**config.mk**
```make
export PLATFORM = sky130hd
export DESIGN_NAME = cell_write_sequencer
export DESIGN_NICKNAME = d
export VERILOG_FILES = /design/src/rtl/sudoku_pkg.sv /design/src/rtl/pred_timeout_timer.sv /design/src/rtl/cell_write_sequencer.sv
export SDC_FILE = /design/constraint.sdc
export NUM_CORES = 1
export LEC_CHECK = 0
export CAP_MARGIN = 20
export CORE_MARGIN = 3
export CORE_UTILIZATION = 45
export CTS_CLUSTER_SIZE = 20
export DETAILED_ROUTE_END_ITERATION = 12
export PLACE_DENSITY = 0.74
export SYNTH_ARGS = -nofsm -noshare
export SYNTH_HDL_FRONTEND = slang
export SYNTH_SLANG_ARGS = --single-unit
```
**constraint.sdc**
```tcl
create_clock -name clk -period 3.9 [get_ports clk]
set_input_delay 0.585 -clock clk [delete_from_list [all_inputs] [get_ports clk]]
set_output_delay 0.585 -clock clk [all_outputs]
set_load 0.02 [all_outputs]
```
**src/rtl/sudoku_pkg.sv**
```systemverilog
// Shared Sudoku board constants, the write-sequencer state type and cell indexing.
package sudoku_pkg;

  localparam int unsigned GRID_N     = 9;
  localparam int unsigned DIGIT_W    = 4;
  localparam int unsigned CELL_IDX_W = 7;

  typedef enum logic [2:0] {
    StIdle,
    StPredStart,
    StPredWait,
    StCheck,
    StWrite
  } seq_state_e;

  // Linear board index; only meaningful for row, col < GRID_N.
  function automatic logic [CELL_IDX_W-1:0] cell_idx(input logic [DIGIT_W-1:0] row,
                                                     input logic [DIGIT_W-1:0] col);
    return CELL_IDX_W'(row) * CELL_IDX_W'(GRID_N) + CELL_IDX_W'(col);
  endfunction

endpackage

```
**src/rtl/pred_timeout_timer.sv**
```systemverilog
// Cycle counter bounding how long the sequencer waits on the digit predictor.
module pred_timeout_timer #(
  parameter int unsigned PRED_TIMEOUT = 10_000_000,
  parameter int unsigned TO_W         = 24
) (
  input  logic clk,
  input  logic rst_n,
  input  logic clear,
  input  logic enable,
  output logic expired
);

  logic [TO_W-1:0] count_q;

  always_ff @(posedge clk or negedge rst_n) begin
    if (!rst_n) begin
      count_q <= '0;
    end else if (clear) begin
      count_q <= '0;
    end else if (enable) begin
      count_q <= count_q + 1'b1;
    end
  end

  assign expired = (count_q == TO_W'(PRED_TIMEOUT - 1));

endmodule

```
**src/rtl/cell_write_sequencer.sv**
```systemverilog
// Arbitrates handwriting and manual digit writes onto the single board write port.
module cell_write_sequencer
  import sudoku_pkg::*;
#(
  parameter int unsigned PRED_TIMEOUT = 10_000_000,
  parameter int unsigned TO_W         = 24
) (
  input  logic        clk,
  input  logic        rst_n,
  input  logic        game_active,
  input  logic        draw_valid,
  input  logic [3:0]  draw_row,
  input  logic [3:0]  draw_col,
  input  logic        sw_req,
  input  logic [3:0]  sw_data,
  output logic        pred_start,
  input  logic        pred_finish,
  input  logic [3:0]  pred_digit,
  input  logic [80:0] board_blank,
  output logic        wr_en,
  output logic [3:0]  wr_row,
  output logic [3:0]  wr_col,
  output logic [3:0]  wr_data,
  output logic        busy,
  output logic        reject
);

  seq_state_e   state_q;
  logic         sel_valid_q;
  logic [3:0]   sel_row_q, sel_col_q;
  logic [3:0]   cur_row_q, cur_col_q, digit_q;
  logic         sw_pending_q;
  logic [3:0]   pend_data_q;
  logic         expired;
  logic         accept;

  pred_timeout_timer #(
    .PRED_TIMEOUT (PRED_TIMEOUT),
    .TO_W         (TO_W)
  ) u_timer (
    .clk     (clk),
    .rst_n   (rst_n),
    .clear   (state_q == StPredStart),
    .enable  (state_q == StPredWait),
    .expired (expired)
  );

  assign accept = (cur_row_q < 4'(GRID_N)) && (cur_col_q < 4'(GRID_N)) && (digit_q <= 4'd9) &&
                  board_blank[cell_idx(cur_row_q, cur_col_q)];

  always_ff @(posedge clk or negedge rst_n) begin
    if (!rst_n) begin
      state_q      <= StIdle;
      sel_valid_q  <= 1'b0;
      sel_row_q    <= '0;
      sel_col_q    <= '0;
      cur_row_q    <= '0;
      cur_col_q    <= '0;
      digit_q      <= '0;
      sw_pending_q <= 1'b0;
      pend_data_q  <= '0;
      pred_start   <= 1'b0;
      wr_en        <= 1'b0;
      wr_row       <= '0;
      wr_col       <= '0;
      wr_data      <= '0;
      busy         <= 1'b0;
      reject       <= 1'b0;
    end else begin
      pred_start <= 1'b0;
      wr_en      <= 1'b0;
      reject     <= 1'b0;

      // One-deep manual request buffer while an operation is in flight; latest wins.
      if (state_q != StIdle && sw_req) begin
        sw_pending_q <= 1'b1;
        pend_data_q  <= sw_data;
      end

      if (state_q != StIdle && !game_active) begin
        state_q      <= StIdle;
        busy         <= 1'b0;
        sw_pending_q <= 1'b0;
      end else begin
        unique case (state_q)
          StIdle: begin
            if (game_active) begin
              if (draw_valid) begin
                cur_row_q   <= draw_row;
                cur_col_q   <= draw_col;
                sel_row_q   <= draw_row;
                sel_col_q   <= draw_col;
                sel_valid_q <= 1'b1;
                state_q     <= StPredStart;
                pred_start  <= 1'b1;
                busy        <= 1'b1;
                if (sw_req) begin
                  sw_pending_q <= 1'b1;
                  pend_data_q  <= sw_data;
                end
              end else if (sw_req || sw_pending_q) begin
                sw_pending_q <= 1'b0;
                if (sel_valid_q) begin
                  cur_row_q <= sel_row_q;
                  cur_col_q <= sel_col_q;
                  digit_q   <= sw_req ? sw_data : pend_data_q;
                  state_q   <= StCheck;
                  busy      <= 1'b1;
                end else begin
                  reject <= 1'b1;
                end
              end
            end
          end
          StPredStart: state_q <= StPredWait;
          StPredWait: begin
            if (pred_finish) begin
              digit_q <= pred_digit;
              state_q <= StCheck;
            end else if (expired) begin
              reject  <= 1'b1;
              state_q <= StIdle;
              busy    <= 1'b0;
            end
          end
          StCheck: begin
            if (accept) begin
              state_q <= StWrite;
              wr_en   <= 1'b1;
              wr_row  <= cur_row_q;
              wr_col  <= cur_col_q;
              wr_data <= digit_q;
            end else begin
              reject  <= 1'b1;
              state_q <= StIdle;
              busy    <= 1'b0;
            end
          end
          StWrite: begin
            state_q <= StIdle;
            busy    <= 1'b0;
          end
          default: begin
            state_q <= StIdle;
            busy    <= 1'b0;
          end
        endcase
      end
    end
  end

endmodule

```
==> impl_results.md <==
- Status: complete, no violations
- Ratio of cells with drive above 1 in the final layout: 0.166
- Post CTS Setup Buffer Count: 1
- CP Class: register to register
- Biggest register: u_timer.count_q
- Largest register FFs: 24
- Site Rows: 35
- Crit-path cells: ha_1 > ha_1 > fa_1 > mux4_1 > mux2i_1 > a2111oi_0 > a311o_1 > a31oi_2 > nor4_4 > buf_12 > mux2_2
- FF+latch count, synth: between 60 and 70
- Port bufs: 118
- CTS root buf: clkbuf_8
- CTS Buf Count: 9
- MaxCap Viol Count: 0
- P per Cell Area: 766 nW/um^2
- Post-CTS Hold Fix Bufs: 0
- Clock-pin slew on the worst setup and hold paths: ~0.070 ns
- Clock sink total: just under 70
- Vias: around 3,600
- Worst-Margin Slew: ~1.0 ns
- Post-DP HPWL: 8270 um
- Slew Viols, Final: 0
- Commonest cells post-synth: dfrtp_1, nand2_1, o21ai_0
- Combinational power share: 0.612
- Core area: 9240 um^2
- Buffer and inverter count on the worst path: 1
- RePlAce Congestion: about 0.82
- Critical Path AT: around 3.8 ns
- Fmax achieved: 284 MHz
- Internal power consumption: between 2000 and 3000 uW
- Mapped Area: between 4000 and 5000 um^2
- Final hold vios: 0
- Initial drt markers: ~160
- Main flop type after synthesis: dfrtp_1
- Top-area cell type share of the netlist area: 0.402
- Rel. slew slack: 0.296
- Top cells by area, synth: dfrtp_1, mux4_1, mux2i_1
- Vias/cell: around 5.5
- Post-synth ARST share: 1.00
- Hold Path Class: input pin to async pin
- Area grow syn2layout: 37.2%
- DRC errors left: 0
- Total chip power: 4510 uW
- Overflow after GRT: 0
- RSZ-0062 raised after global routing: false
- Post-layout minimum cycle time: between 3 and 4 ns
- Post-synth EDFFs: 0
- PostCTS Resize Cnt: 0
- Total GRT Usage: 0.202
- Final Skew: roughly 0.0064 ns
- Die W: 104 um
- Stages on the worst setup path: 11
- Worst Path Required: between 4 and 5 ns
- Syn nets: ~500
- Io pins: ~120
- H-tree lvl count: 3
- Slowest-stage cell, CP: fa_1
- Longest Clk Path Bufs: 2
- Count leader, synth: dfrtp_1
- Clock Power Share: 0.154
- Sequential share of the synthesized area: 0.402
- First-pass GRT wire length: between 15,000 and 20,000 um
- Tcrit/Tclk final: 0.901
- CP Max Fanout: 14
- Critical path's most frequent cell: ha_1
- Syn Inst Count: 383
- P_sw: approximately 1700 uW
- Vias in the first global route: between 3,000 and 4,000
- Synth unique cells: 58
- CTS tree: built
- Die Span Y: slightly above 100 um
- Peak supply drop: around 0.00036 V
- Sequential share of power: 0.234
- Switch share: 0.386
- Mean Syn Cell Area: 11.2 um^2
- Lkg Pwr: roughly 0.0026 uW
- Crit end category: register
- CP max stage delay: 0.63 ns
- YS warnings: 0
- Synth area leader: dfrtp_1
- Die area: around 11,000 um^2
- 1st-pass router iterations: 4
- Final net count: 630
- Largest net degree at the start of global routing: 48
- Pre-CTS WS: -0.107 ns
- Final ANT Viol Nets: 0
- Final WL: 10,700 um
- Initial antenna violation count: 0
- Final WS setup: a little under 0.4 ns
- Worst Hold Margin: between 0.06 and 0.07 ns
- Crit path launch type: register
- Antenna cells: 0
- CP top delay family: adder cells
- Clock Latency Late Sink: approximately 0.35 ns
- Worst R2R Path Depth: 11
- WL/cell: 16.6 um
- Endpoints failing setup: 0
- Initial Util: 0.465
-- placed cells by master (no fill, tap or decap), drive strengths merged, types with 3 or more instances in the layout --
cell type,synthesis,layout
buf,6,22
dfrtp,69,69
nand2,41,41
a21o,5,5
nor2,12,12
nand3,27,27
a31o,3,3
o31ai,5,5
mux2i,24,24
a21oi,11,11
a2111oi,3,3
ha,12,12
nor3,9,9
or3,3,3
clkbuf,13,13
xor2,3,3
a31oi,3,3
nor4,6,6
o211ai,3,3
mux4,18,18
and3,4,4
mux2,29,29
clkdlybuf4s50,0,117
inv,8,8
nand4,7,7
o21ai,34,34
-- layer usage --
| layer | share of wire | GRT usage | vias to the layer above |
|---|---|---|---|
| met1 | 0.43 | 0.258 | 1746 |
| met4 | 0.014 | 0.0541 | 0 |
| met2 | 0.52 | 0.347 | 90 |
| li1 | - | - | 1728 |
| met5 | 0 | 0 | - |
| met3 | 0.041 | 0.0436 | 13 |
-- final cells by class --
cell class / instances / area [um^2]
timing repair buffer: 139 / 1360
fill: 763 / 3350
clock inverter: 3 / 65.1
sequential: 69 / 1730
tap: 129 / 161
clock buffer: 13 / 179
inverter: 8 / 30.0
multi-input combinational: 287 / 2370
-- stage by stage --
stage / utilization / cell area, um^2 / setup TNS, ns / instances
3_5_place_dp: 0.607 / 5610 / -0.702 / 630
2_1_floorplan: - / 4290 / 0 / 383
3_3_place_gp: 0.607 / 5610 / -0.0358 / 630
6_report: 0.638 / 5890 / 0 / 648
5_1_grt: 0.638 / 5890 / 0 / 648
4_1_cts: 0.635 / 5870 / 0 / 647
-- final timing paths --
kind	startpoint	endpoint	slack, ns
setup / recovery	cur_row_q[1]	wr_data[2]	0.38
hold / removal	rst_n	u_timer.count_q[6]	0.06
setup reg to reg	cur_row_q[1]	wr_data[2]	0.38
hold reg to reg	sel_valid_q	sel_valid_q	0.49
max in group asynchronous	rst_n	wr_data[1]	3.03
min in group clk	sel_valid_q	sel_valid_q	0.49
-- power by group through the flow --
| stage | logic (uW) | clock network (uW) | registers [uW] |
|---|---|---|---|
| final | 2760 | 694 | 1060 |
| after global routing | 3030 | 743 | 1090 |
| after CTS | 2780 | 710 | 1060 |
| after detailed placement | 2770 | 0 | 1070 |
| after global placement | 2700 | 0 | 1060 |
| after floorplan | 2100 | 0 | 1080 |
-- cells by family (layout without fill, tap and decap cells) --
kind of cell / after synthesis / after routing / share of synthesized area
xor gates and xnor gates: 4 / 4 / 0.00816
muxes: 71 / 71 / 0.243
adders and majority gates: 13 / 13 / 0.0396
DFF: 69 / 69 / 0.402
AOI/OAI and AO/OA: 79 / 79 / 0.120
buffers and inverters: 27 / 163 / 0.0460
and+or+nand+nor: 120 / 120 / 0.141
No activity file was read; power rests on OpenSTA's default activity.
